`src/rtl/fetch_sequencer_pkg.sv`:
```
// Shared definitions for the fetch sequencer: address width and the
// redirect-kind encodings presented by the decode stage.
package fetch_sequencer_pkg;

   localparam int ADDR_W = 16;

   typedef logic [ADDR_W-1:0] addr_t;

   localparam logic [1:0] KIND_JUMP = 2'b00;
   localparam logic [1:0] KIND_CALL = 2'b01;
   localparam logic [1:0] KIND_RET  = 2'b10;
   localparam logic [1:0] KIND_RSVD = 2'b11;

endpackage

```
`src/rtl/return_addr_stack.sv`:
```
// Return-address stack: circular buffer with a saturating occupancy count.
// A push onto a full stack overwrites the oldest entry; a pop of an empty
// stack changes nothing. Both cases raise a single-cycle pulse.
// Ports:
//   clock, reset        clock and synchronous active-high reset
//   push, push_data     write a link address on top of the stack
//   pop                 discard the top entry
//   top_data            current top entry (valid when count != 0)
//   count               number of valid entries, 0..RAS_DEPTH
//   overflow, underflow pulses for push-when-full / pop-when-empty
module return_addr_stack
   import fetch_sequencer_pkg::*;
#(
   parameter  int RAS_DEPTH = 4,
   localparam int PTR_W     = $clog2(RAS_DEPTH),
   localparam int CNT_W     = $clog2(RAS_DEPTH + 1)
) (
   input  logic             clock,
   input  logic             reset,
   input  logic             push,
   input  logic             pop,
   input  addr_t            push_data,
   output addr_t            top_data,
   output logic [CNT_W-1:0] count,
   output logic             overflow,
   output logic             underflow
);

   addr_t            mem_q [RAS_DEPTH];
   addr_t            mem_d [RAS_DEPTH];
   logic [PTR_W-1:0] ptr_q, ptr_d, ptr_dec;
   logic [CNT_W-1:0] count_q, count_d;
   logic             full, empty;

   // ptr_q is the next free slot; the top lives one below it. Power-of-two
   // depth lets the pointer wrap without an explicit modulo.
   assign ptr_dec   = ptr_q - PTR_W'(1);
   assign top_data  = mem_q[ptr_dec];
   assign count     = count_q;
   assign full      = (count_q == CNT_W'(RAS_DEPTH));
   assign empty     = (count_q == '0);
   assign overflow  = push & full;
   assign underflow = pop & empty;

   always_comb begin
      mem_d   = mem_q;
      ptr_d   = ptr_q;
      count_d = count_q;
      if (push) begin
         mem_d[ptr_q] = push_data;
         ptr_d        = ptr_q + PTR_W'(1);
         if (!full) count_d = count_q + CNT_W'(1);
      end else if (pop && !empty) begin
         ptr_d   = ptr_dec;
         count_d = count_q - CNT_W'(1);
      end
   end

   always_ff @(posedge clock) begin
      if (reset) begin
         for (int i = 0; i < RAS_DEPTH; i++) mem_q[i] <= '0;
         ptr_q   <= '0;
         count_q <= '0;
      end else begin
         mem_q   <= mem_d;
         ptr_q   <= ptr_d;
         count_q <= count_d;
      end
   end

endmodule

```
`src/rtl/fetch_sequencer.sv`:
```
// Program-counter controller for a synchronous-read instruction memory with
// one cycle of read latency. Drives the memory address every cycle, holds on
// decode stalls and applies JUMP/CALL/RET redirects with no bubble.
// Ports:
//   clock, reset                 clock and synchronous active-high reset
//   stall                        decode cannot take the held instruction
//   redirect_valid/kind/target   control-flow change for the word at fetch_pc
//   AddressBus                   memory address (combinational from inputs)
//   fetch_pc, fetch_valid        origin and validity of the memory output word
//   ras_overflow, ras_underflow  sticky return-stack error flags
// The stall/redirect -> AddressBus path is combinational by design; timing
// closure must budget decode logic plus this mux into the memory address setup.
module fetch_sequencer
   import fetch_sequencer_pkg::*;
#(
   parameter addr_t RESET_PC  = 16'h0000,
   parameter int    RAS_DEPTH = 4
) (
   input  logic        clock,
   input  logic        reset,
   input  logic        stall,
   input  logic        redirect_valid,
   input  logic [1:0]  redirect_kind,
   input  addr_t       redirect_target,
   output addr_t       AddressBus,
   output addr_t       fetch_pc,
   output logic        fetch_valid,
   output logic        ras_overflow,
   output logic        ras_underflow
);

   localparam int CNT_W = $clog2(RAS_DEPTH + 1);

   addr_t            pc_q, pc_d;
   addr_t            fetch_pc_q, fetch_pc_d;
   logic             fetch_valid_q, fetch_valid_d;
   logic             ras_overflow_q, ras_overflow_d;
   logic             ras_underflow_q, ras_underflow_d;

   logic             stall_e, redir_e, ras_push, ras_pop;
   addr_t            next_addr, link_addr, ras_top;
   logic [CNT_W-1:0] ras_count;
   logic             ras_ovf_pulse, ras_udf_pulse;

   // A stall without a held instruction has nothing to protect.
   assign stall_e   = stall & fetch_valid_q;
   assign redir_e   = redirect_valid & ~stall_e & (redirect_kind != KIND_RSVD);
   assign ras_push  = redir_e & (redirect_kind == KIND_CALL);
   assign ras_pop   = redir_e & (redirect_kind == KIND_RET);
   assign link_addr = fetch_pc_q + addr_t'(1);

   return_addr_stack #(.RAS_DEPTH(RAS_DEPTH)) u_ras (
      .clock     (clock),
      .reset     (reset),
      .push      (ras_push),
      .pop       (ras_pop),
      .push_data (link_addr),
      .top_data  (ras_top),
      .count     (ras_count),
      .overflow  (ras_ovf_pulse),
      .underflow (ras_udf_pulse)
   );

   always_comb begin
      next_addr = pc_q;
      if (reset) begin
         next_addr = RESET_PC;
      end else if (stall_e) begin
         // Re-read the held word so the memory output register keeps it.
         next_addr = fetch_pc_q;
      end else if (redir_e && (redirect_kind == KIND_JUMP || redirect_kind == KIND_CALL)) begin
         next_addr = redirect_target;
      end else if (ras_pop) begin
         next_addr = (ras_count != '0) ? ras_top : link_addr;
      end
   end

   assign AddressBus = next_addr;

   always_comb begin
      pc_d            = next_addr + addr_t'(1);
      fetch_pc_d      = next_addr;
      fetch_valid_d   = 1'b1;
      ras_overflow_d  = ras_overflow_q | ras_ovf_pulse;
      ras_underflow_d = ras_underflow_q | ras_udf_pulse;
   end

   always_ff @(posedge clock) begin
      if (reset) begin
         pc_q            <= RESET_PC;
         fetch_pc_q      <= RESET_PC;
         fetch_valid_q   <= 1'b0;
         ras_overflow_q  <= 1'b0;
         ras_underflow_q <= 1'b0;
      end else begin
         pc_q            <= pc_d;
         fetch_pc_q      <= fetch_pc_d;
         fetch_valid_q   <= fetch_valid_d;
         ras_overflow_q  <= ras_overflow_d;
         ras_underflow_q <= ras_underflow_d;
      end
   end

   assign fetch_pc      = fetch_pc_q;
   assign fetch_valid   = fetch_valid_q;
   assign ras_overflow  = ras_overflow_q;
   assign ras_underflow = ras_underflow_q;

endmodule

```
`config.mk`:
```
export PLATFORM = sky130hd
export DESIGN_NAME = fetch_sequencer
export DESIGN_NICKNAME = d
export VERILOG_FILES = /design/src/rtl/fetch_sequencer_pkg.sv /design/src/rtl/return_addr_stack.sv /design/src/rtl/fetch_sequencer.sv
export SDC_FILE = /design/constraint.sdc
export NUM_CORES = 1
export LEC_CHECK = 0
export CORE_UTILIZATION = 30
export DETAILED_ROUTE_END_ITERATION = 10
export SKIP_LAST_GASP = 1
export SLEW_MARGIN = 10
export SYNTH_ARGS = -nofsm -noshare
export SYNTH_HDL_FRONTEND = slang
export SYNTH_SLANG_ARGS = --single-unit
export TNS_END_PERCENT = 10
```
`constraint.sdc`:
```
create_clock -name clock -period 8.2 [get_ports clock]
set_input_delay 1.64 -clock clock [delete_from_list [all_inputs] [get_ports clock]]
set_output_delay 1.64 -clock clock [all_outputs]
set_load 0.03 [all_outputs]
```
==> reports/metrics.yaml, run 1 <==
relSlewSlack_pct: 38.0
syn2layout_area_growth_pct: 18.9
synthArstFlopShare_pct: 0
endpoint: "AddressBus[6]"
startpoint: "redirect_valid"
rrSetupSlack_ns: 3.68
cts.root.buffer_cell: "clkbuf_16"
arrival_ns: 4.74
dp_hpwl_microns: 9510
setup_violations: 0
clk_pin_slew_ns: 0.07
rsz0062_at_grt: "no"
grt_pass1_vias: 4016
rows: 46
ioPinCount: 57
vdd_ir_drop_max_uv: 135
tritoncts: "yes"
startpoint_type: "primary input"
wire_per_inst_microns: 17.2
avgSynthCellArea_sq_um: 9.11
overflow: 0
syn_inst: 552
hold_viol_final: 0
finClkSkew_ns: 0.00936
cts_max_level: 3
start_util_pct: 31.2
cts_num_sinks: 104
fin_nets: 608
route.detailed.drc: 0
synth_edf_count: 0
netlist_area_sq_um: 5030
chipHeight_microns: 132
via_per_inst: 5.40
synth_seq_cells: 104
vias: 4317
grt_use_total_pct: 16.0
grt_pass1_wl_microns: 22000
powerDensity_nw_per_um2: 191
place.gp.congestion: 0.869
dieArea_sq_um: 17300
firstDrtPassIters: 5
antenna_found_initial: 0
period_share_pct: 77.8
cts_max_path_buffers: 2
cts_resized: 0
cts_hold_buf: 0
reg2reg_from: "u_ras.ptr_q[0]$_SDFFE_PP0P_"
detail-route-antenna-nets: 0
port_buffers: 56
tightest_slew_ns: 0.931
period_minus_slack_ns: 6.38
status: "completed"
maxSlewViolCount: 0
fmax_mhz: 157
p_leak_nw: 1.99
reg2reg_to: "pc_q[15]$_SDFF_PP0_"
numCtsBuffers: 9
clk_latency_ns: 0.35
yosys_warnings: 0
drive_gt1_share_pct: 8.22
cp_max_fo: 14
cap_violations: 0
worst_r2r_path_depth: 11
hp-class: "flop to flop"
crit_path_end_kind: "output pin"
critical_path_class: "primary input to output pin"
hold-path-cell-count: 2
wl_microns: 13700
antenna_cells: 0
coreArea_sq_um: 16100
synth_cell_types: 53
synth-seq-area-share_pct: 41.4
syn-num-nets: 581
cp.required_ns: 6.56
grt_max_degree: 79
drtIter0Drc: 327
synthFlopType: "dfxtp_1"
die_width_microns: 132
finalSetupTns_ns: 0
post-cts-setup-buffers: 0
postLayoutCoreUtil_pct: 37.1
==> through the flow <==
step	setup slack [ns]	area, sq um	power (mW)	instances	hold WS, ns
after global routing	1.71	5980	1.19	800	0.514
after global placement	2.00	5700	0.742	784	0.459
final	1.82	5980	1.14	800	0.489
after detailed placement	1.90	5700	0.744	784	0.472
after CTS	1.85	5980	1.15	800	0.500
after floorplan	2.91	5030	0.676	552	0.455
==> cells in the mapped netlist, types with 3 or more instances <==
library cell  number  share of area (%)
xor2_1             8                1.4
nand2_1           26                1.9
a21oi_1           17                1.7
clkbuf_1          34                2.5
inv_1             14                1.0
and3_1             7               0.87
nand4_1            3               0.37
nor3_1             8               0.80
ha_1               6                1.5
buf_2              5               0.50
a31oi_1            3               0.37
and2_1             4               0.50
nor2_1           109                8.1
xnor2_1           20                3.5
mux2i_1            6                1.2
o211a_1            4               0.80
dfxtp_1          104                 41
a221oi_1          10                1.7
mux4_2            16                7.2
o221ai_1          10                1.7
a211oi_1          69                 10
nor4_1             4               0.50
nand3_1           15                1.5
o21ai_0            9               0.90
==> routing by layer <==
layer	global-route usage (%)	share of wire (%)	vias up	wire, microns
li1	-	-	2075	-
met1	21.5	47	2099	6390
met2	25.5	46	131	6370
met3	3.59	5.8	12	803
met4	4.13	1.3	0	173
met5	0	0	-	0
==> worst max-delay path: stages <==
cell	delay, ns
clkdlybuf4s50_1	0.53
a21boi_2	0.30
nand3_1	0.47
a311o_1	0.50
a211oi_1	0.49
clkdlybuf4s50_1	0.80
==> kinds of logic (layout without fill, tap and decap cells) <==
family / count (synthesis) / in the layout / synth area share, %
and+or+nand+nor: 188 / 188 / 17.1
AOI/OAI and AO/OA: 141 / 141 / 20.7
DFF: 104 / 104 / 41.4
buffers and inverters: 59 / 91 / 4.97
xor gates and xnor gates: 28 / 28 / 4.87
muxes: 25 / 25 / 9.03
adders and majority gates: 7 / 7 / 1.89
==> worst min path at each step <==
stage / startpoint / end / slack (ns)
6_report: ras_overflow$_SDFF_PP0_ / ras_overflow$_SDFF_PP0_ / 0.49
5_1_grt: u_ras.mem_q[3]$_SDFFE_PP0P_ / u_ras.mem_q[3]$_SDFFE_PP0P_ / 0.51
4_1_cts: u_ras.mem_q[16]$_SDFFE_PP0P_ / u_ras.mem_q[16]$_SDFFE_PP0P_ / 0.50
3_5_place_dp: ras_overflow$_SDFF_PP0_ / ras_overflow$_SDFF_PP0_ / 0.47
3_3_place_gp: ras_underflow$_SDFF_PP0_ / ras_underflow$_SDFF_PP0_ / 0.46
2_1_floorplan: u_ras.mem_q[17]$_SDFFE_PP0P_ / u_ras.mem_q[17]$_SDFFE_PP0P_ / 0.45
==> registers in the layout, indices dropped and copies added (netlist names) <==
signal	cells
u_ras.mem_q	64
fetch_pc	16
pc_q	16
u_ras.count	3
u_ras.ptr_q	2
fetch_valid	1
ras_overflow	1
ras_underflow	1
==> layout by cell type (no fill, tap or decap), types with 3 or more instances in the layout <==
cell type        synthesis  final
a211oi_1                69     69
a21oi_1                 17     17
a221oi_1                10     10
a31oi_1                  3      3
and2_1                   4      4
and3_1                   7      5
buf_4                    2      5
clkbuf_16                0      9
clkdlybuf4s50_1          0     55
dfxtp_1                104    104
ha_1                     6      6
inv_1                   14     14
mux2i_1                  6      6
mux4_2                  16     16
nand2_1                 26     26
nand3_1                 15     15
nand4_1                  3      3
nor2_1                 109    109
nor3_1                   8      8
nor4_1                   4      4
o211a_1                  4      4
o21ai_0                  9      9
o221ai_1                10     10
xnor2_1                 20     20
xor2_1                   8      8
==> final cells by class <==
type                       count  area [sq um]
fill                        1615         10100
multi-input combinational    389          2700
sequential                   104          2080
timing repair buffer          61           593
tap                          216           270
clock buffer                  10           239
inverter                      14          52.6
clock inverter                 6          42.5
==> power by group <==
| part | internal [mW] | switching (mW) | total, mW |
|---|---|---|---|
| sequential | 0.525 | 0.0207 | 0.546 |
| clock | 0.215 | 0.192 | 0.407 |
| combinational | 0.0735 | 0.115 | 0.189 |
| total | 0.814 | 0.328 | 1.14 |
(Power assumes the default switching activity.)
==> run 2: changes to the inputs <==
Clock period 8.2 ns to 5.9 ns, I/O delays scaled along.
==> run 2 against run 1 <==
Effect of this change: critical path depth did not move; sequential cell count did not move; setup slack got worse by 1.4 ns; worst hold slack got worse by 0.0073 ns; via count fell by 0.12%; sequential share of layout area fell by 0.30 points; clock skew fell by 0.0022 ns.
==> reports/metrics.yaml, run 2 (same netlist as run 1, synthesis figures left out) <==
syn2layout_area_growth_pct: 19.9
gr-usage-met3_pct: 2.70
final_common_cell: "nor2_1"
cp_max_fo: 14
numCtsBuffers: 9
vdd_ir_drop_max_uv: 119
cts_hold_buf: 0
busiest_layer: "met2"
finClkSkew_ns: 0.00715
firstDrtPassIters: 5
port_buffers: 56
clk_pin_slew_ns: 0.07
drive_gt1_share_pct: 8.81
largest_reg_flops: 64
start_util_pct: 31.2
place.gp.congestion: 0.871
largest-register: "u_ras.mem_q"
hold_viol_final: 0
grt_pass1_wl_microns: 22500
coreArea_sq_um: 16100
wl_microns: 13800
startpoint_type: "primary input"
arrival_ns: 4.26
period_minus_slack_ns: 5.44
fin_nets: 614
via_per_inst: 5.35
status: "completed"
cts_num_sinks: 104
rows: 46
cts_max_path_buffers: 2
grt_max_degree: 79
period_share_pct: 92.2
critical_path_class: "primary input to output pin"
grt_pass1_vias: 4091
crit_path_end_kind: "output pin"
relSlewSlack_pct: 41.4
route.detailed.drc: 0
vias: 4312
cap_violations: 0
p_leak_nw: 2.02
wire_per_inst_microns: 17.2
rsz0062_at_grt: "no"
cp.required_ns: 4.72
grt_use_met1_pct: 22.9
grt_use_total_pct: 16.3
drtIter0Drc: 402
cts.root.buffer_cell: "clkbuf_16"
fmax_mhz: 184
overflow: 0
finalPower_mw: 1.61
grt_util_met2_pct: 25.0
powerDensity_nw_per_um2: 266
maxSlewViolCount: 0
final_cell_mix: "nor2_1 (109), dfxtp_1 (104), a211oi_1 (69)"
detail-route-antenna-nets: 0
dieArea_sq_um: 17300
setup_violations: 0
finalSetupTns_ns: 0
cts_resized: 0
dp_hpwl_microns: 9650
die_width_microns: 132
ioPinCount: 57
antenna_found_initial: 0
chipHeight_microns: 132
hp-class: "flop to flop"
tritoncts: "yes"
cts_max_level: 3
clk_latency_ns: 0.35
antenna_cells: 0
tightest_slew_ns: 0.870
post-cts-setup-buffers: 0
## run 2: final timing paths
check,startpoint,end,slack (ns),cells after the start
hold / removal,ras_overflow$_SDFF_PP0_,ras_overflow$_SDFF_PP0_,0.48,2
setup / recovery,redirect_valid,AddressBus[6],0.46,6
setup reg to reg,u_ras.ptr_q[1]$_SDFFE_PP0P_,pc_q[10]$_SDFF_PP0_,2.01,11
hold reg to reg,ras_overflow$_SDFF_PP0_,ras_overflow$_SDFF_PP0_,0.48,2
## run 2: critical path, stage by stage
cell and delay [ns]:
clkdlybuf4s50_1 0.53, a21boi_2 0.30, nand3_1 0.50, a311o_1 0.50
a211oi_1 0.46, clkdlybuf4s50_1 0.78
## run 2: report_power, final
group	internal, mW	switching, mW
clock network	0.304	0.277
logic	0.105	0.161
registers	0.730	0.0298
## run 2: metrics by stage
stage                     area [sq um]  setup slack, ns  utilization, %  instances  hold slack (ns)
after CTS                         6030            0.441            37.4        806            0.487
after detailed placement          5740            0.474            35.6        790            0.462
after global routing              6030            0.316            37.4        806            0.515
after global placement            5740            0.626            35.6        790            0.460
after floorplan                   5030             1.53               -        552            0.455
final                             6030            0.460            37.4        806            0.482
## run 2: layer usage
layer,vias to the layer above,wire length (microns)
met5,-,0
met2,121,6350
met4,0,218
li1,2083,-
met3,18,612
met1,2090,6670
## run 2: final cells by class
class	instances	area (sq um)
clock buffers	10	239
clock inverters	6	52.6
fillers	1605	10100
inverters	14	52.6
multi-input cells	389	2700
flip-flops and latches	104	2080
well taps	216	270
repair buffers	67	638
==> RTL change 1, RTL diff (settings of run 2) <==
`RAS_DEPTH` is set to 4 in 2 places; all go to 2.
--- a/src/rtl/return_addr_stack.sv
+++ b/src/rtl/return_addr_stack.sv
@@ -13,3 +13,3 @@
 #(
-   parameter  int RAS_DEPTH = 4,
+   parameter  int RAS_DEPTH = 2,
    localparam int PTR_W     = $clog2(RAS_DEPTH),
--- a/src/rtl/fetch_sequencer.sv
+++ b/src/rtl/fetch_sequencer.sv
@@ -16,3 +16,3 @@
    parameter addr_t RESET_PC  = 16'h0000,
-   parameter int    RAS_DEPTH = 4
+   parameter int    RAS_DEPTH = 2
 ) (
Formal check against the unedited RTL: not equivalent (Yosys sat finds a counterexample within 4 cycles, from zero or initial values and one cycle with reset high).
==> RTL change 1 against run 2 <==
  * Combinational power is 18% lower
  * Area after synthesis is 27% lower
  * Final cell count is 23% lower
  * Maximum frequency is 5.0% higher
  * Die area is 27% lower
  * Sequential share of layout area is 4.1 points lower
  * Power is 22% lower
  * Core utilization is 2.0 points higher
  * Wire length is 24% lower
  * Sequential power is 31% lower
  * Sequential cell count is 34 lower
  * Final area is 24% lower
  * Critical path depth is 1 higher
  * Worst setup slack better by 260 ps
  * Critical path type unchanged
  * Critical endpoint is now AddressBus[12]
  * Highest routed layer unchanged
==> RTL change 1: results (changes against run 2) <==
* Part of the Yosys area used for sequential elements at 38.3% (was 41.4%)
* Synth Area in Compound Gates at 23.7% (was 20.7%)
* Placed cell area at 0.00431 mm² (was 0.00574 mm²)
* Global-route usage over all layers at 16.8% (was 16.3%)
* Placed insts at 604 (was 790)
* Worst-Margin Slew at 1120 ps (was 870 ps)
* Gate power share at 17.4% (was 16.5%)
* Metal2 WL at 4.78 mm (was 6.35 mm)
* Via Count at 3,356 (was 4,312)
* Antenna violations before repair at 0 (unchanged)
* Met2 Resource Use GR at 26.7% (was 25.0%)
* CP max FO at 11 (was 14)
* XOR/XNOR Fraction of Synth Area at 5.75% (was 4.87%)
* Vias in the first global route at 3,145 (was 4,091)
* P_clk at 515 µW (was 581 µW)
* 1st-iter DRT viols at 293 (was 402)
* Fill cell total of the finished layout at 1,160 (was 1,605)
* Worst-skew pair later-pin latency at 330 ps (was 350 ps)
* Placement Setup Slack at 776 ps (was 474 ps)
* Final Hold Viols at 0 (unchanged)
* DR WL met3 at 427 µm (was 612 µm)
* Clock Pin Slew Worst Setup and Hold Paths at 50 ps (was 70 ps)
* M1 wire length at 5.03 mm (was 6.67 mm)
* Syn avg cell area at 8.58 µm² (was 9.11 µm²)
* Peak supply drop at 0.000164 V (was 0.000119 V)
* Main area contributors after synthesis: dfxtp_1 38%, a211oi_1 8.0%, nor2_1 7.2%, xnor2_1 4.1%, mux2i_1 3.3% (was dfxtp_1 41%, a211oi_1 10%, nor2_1 8.1%, mux4_2 7.2%, xnor2_1 3.5%)
* Area of the multi-input gates at 0.00208 mm² (was 0.00270 mm²)
* Worst path max stage delay at 780 ps (about the same)
* Sequential Power Share at 41.6% (was 47.3%)
* Synth top cells by count: 70 x dfxtp_1, 70 x nor2_1, 39 x a211oi_1 (was 109 x nor2_1, 104 x dfxtp_1, 69 x a211oi_1)
* First-pass GRT wire length at 16.7 mm (was 22.5 mm)
* Hpwl dp at 7.52 mm (was 9.65 mm)
* Syn Nets at 450 (was 581)
* Share of cells above drive strength 1 at 9.24% (was 8.81%)
* Lkg Pwr at 0.00159 µW (was 0.00202 µW)
* Status: completed (unchanged)
* Max reg flops at 32 (was 64)
* Pint at 915 µW (was 1140 µW)
* M1 GR Usage at 22.4% (was 22.9%)
* CP Data Arrival Time at 4000 ps (was 4260 ps)
* GR Util met3 at 2.32% (was 2.70%)
* Fin nets at 496 (was 614)
* Multiplexer area fraction after synthesis at 4.31% (was 9.03%)
* Ys async rst share at 0% (unchanged)
* Post-synthesis cell type count at 71 (was 53)
* Largest net degree at the start of global routing at 67 (was 79)
* Placer Congestion at 0.907 (was 0.871)
[RTL change 1: cell count changes in the layout (fill, tap and decap cells not counted), sizes merged, moves of 5 or more]
cell / run 2 / this run
mux2i: 6 / 12
a211oi: 69 / 39
dfxtp: 104 / 70
o221ai: 10 / 4
nor2: 109 / 70
nor2b: 2 / 7
inv: 16 / 11
mux4: 16 / 0
clkbuf: 10 / 15
[RTL change 1: final cells by class]
class,count,share of cell area [%]
Sequential cell,70,30.5
Tap cell,143,3.89
Timing Repair Buffer,64,13.4
Multi-Input combinational cell,316,45.1
Clock buffer,15,6.25
Inverter,11,0.897
[RTL change 1: path summary, 6_finish.rpt]
path	endpoint	start	slack [ps]	depth (start not counted)
setup reg to reg	pc_q[10]	fetch_valid	2960	9
setup / recovery	AddressBus[12]	redirect_kind[0]	720	7
hold reg to reg	ras_overflow	ras_overflow	490	2
hold / removal	ras_overflow	ras_overflow	490	2
==> RTL change 2, RTL diff (flow settings as in run 2) <==
Without the edit above. Add an input register stage for `redirect_target`; this delays it by one clock. The other inputs are not delayed to match.
--- a/src/rtl/fetch_sequencer.sv
+++ b/src/rtl/fetch_sequencer.sv
@@ -32,2 +32,8 @@
    localparam int CNT_W = $clog2(RAS_DEPTH + 1);
+
+   addr_t redirect_target_q;
+
+   always_ff @(posedge clock) begin
+      redirect_target_q <= redirect_target;
+   end
 
@@ -71,3 +77,3 @@
       end else if (redir_e && (redirect_kind == KIND_JUMP || redirect_kind == KIND_CALL)) begin
-         next_addr = redirect_target;
+         next_addr = redirect_target_q;
       end else if (ras_pop) begin
Check against the original RTL: not equivalent (a bounded check fails within 4 cycles, from zero or initial values and one cycle with reset high).
==> RTL change 2 against run 2 <==
  * Die area up 8.6%
  * Worst setup slack gained 130 ps
  * Wire length increased by 11%
  * Final area rose by 12%
  * Critical endpoint is now AddressBus[7]
  * Maximum frequency is 2.5% higher
  * Area after synthesis rose by 8.7%
  * Clock power is 72% higher
  * Power grew 34%
  * Sequential share of layout area up 1.0 points
  * Sequential cell count increased by 16
==> RTL change 2: results (changes against run 2) <==
* Status: completed (unchanged)
* Clock Pin Slew Worst Setup and Hold Paths at 50 ps (was 70 ps)
* Worst-Margin Slew at 724 ps (was 870 ps)
* TritonCTS buffer count at 17 (was 9)
* Global-route usage over all layers at 17.4% (was 16.3%)
* HP Start: ras_underflow (was ras_overflow)
* Fin nets at 638 (was 614)
* Hpwl dp at 11.0 mm (was 9.65 mm)
* R2r setup slk at 2220 ps (was 2010 ps)
* Final Routed Wirelength at 15.3 mm (was 13.8 mm)
* Peak supply drop at 0.000206 V (was 0.000119 V)
* Main area contributors after synthesis: dfxtp_1 44%, a211oi_1 9.3%, mux4_2 6.6%, nor2_1 6.6%, xnor2_1 2.7% (was dfxtp_1 41%, a211oi_1 10%, nor2_1 8.1%, mux4_2 7.2%, xnor2_1 3.5%)
* Post-synthesis cell type count at 68 (was 53)
* Largest net degree at the start of global routing at 72 (was 79)
* Placer Congestion at 0.861 (was 0.871)
* Mapped Cells at 569 (was 552)
* Reg-to-reg endpoint: pc_q[15] (was pc_q[10])
* Worst-skew pair later-pin latency at 420 ps (was 350 ps)
* Vias per cell at 5.38 (was 5.35)
* Placed cell area at 0.00618 mm² (was 0.00574 mm²)
* Synth Warn # at 0 (unchanged)
* Part of the Yosys area used for sequential elements at 43.9% (was 41.4%)
* Worst hold endpoint: ras_underflow (was ras_overflow)
* Critical path endpoint: AddressBus[7] (was AddressBus[6])
* Syn Nets at 598 (was 581)
* First-pass GRT wire length at 24.3 mm (was 22.5 mm)
* Lkg Pwr at 0.00232 µW (was 0.00202 µW)
* Placed insts at 819 (was 790)
* Vias in the first global route at 4,577 (was 4,091)
* Final non-filler cell total at 851 (was 806)
* Fill cell total of the finished layout at 1,794 (was 1,605)
* 1st-iter DRT viols at 352 (was 402)
[RTL change 2: changes by cell type after synthesis, sizes merged, moves of 4 or more]
cell,before,now
dfxtp,104,120
nand4,5,14
o21a,0,7
nor2,109,97
buf,11,17
and2,4,8
nand3,15,9
[RTL change 2: cell type report]
cell class / count / area (µm²) / share of cell area [%]
sequential: 120 / 2400 / 35.5
inverter: 11 / 41.3 / 0.611
clock buffer: 24 / 512 / 7.57
multi-input combinational: 390 / 2800 / 41.4
timing repair buffer: 69 / 653 / 9.66
clock inverter: 8 / 67.6 / 1.00
tap: 229 / 287 / 4.24
[RTL change 2: worst max-delay path, stage by stage]
cell and delay (ps):
clkdlybuf4s50_1 700, or4b_4 550, nor3_4 460, a211oi_1 150
o21ai_1 300, nor2_1 130, clkdlybuf4s50_1 640
[RTL change 2: layer usage]
layer / part of all wire (%) / track usage (%)
met1: 45 / 21.7
met3: 4.9 / 4.63
met5: 0 / 0
met4: 1.8 / 6.29
met2: 49 / 28.7
[RTL change 2: kinds of logic (layout without fill, tap and decap cells)]
group	after synthesis	in the layout	share of synthesized area, %
AO/OA/AOI/OAI	147	147	20.2
XOR/XNOR	26	26	4.16
adder cells (fa/ha/maj)	7	7	1.74
buffers and inverters	59	112	4.99
flip-flops	120	120	43.9
multiplexers	25	25	8.35
AND/OR/NAND/NOR	185	185	16.7
[RTL change 2: per-stage QoR]
step	hold WS, ps	setup slack (ps)	power [µW]	util [%]
5_1_grt	511	479	2230	37.8
6_report	474	595	2150	37.8
4_1_cts	481	639	2160	37.7
3_3_place_gp	468	700	1160	34.5
3_5_place_dp	464	652	1170	34.5
2_1_floorplan	455	1760	1070	-
[RTL change 2: power breakdown]
part,switching (µW),internal (µW)
logic,163,111
registers,30.5,845
clock network,361,641
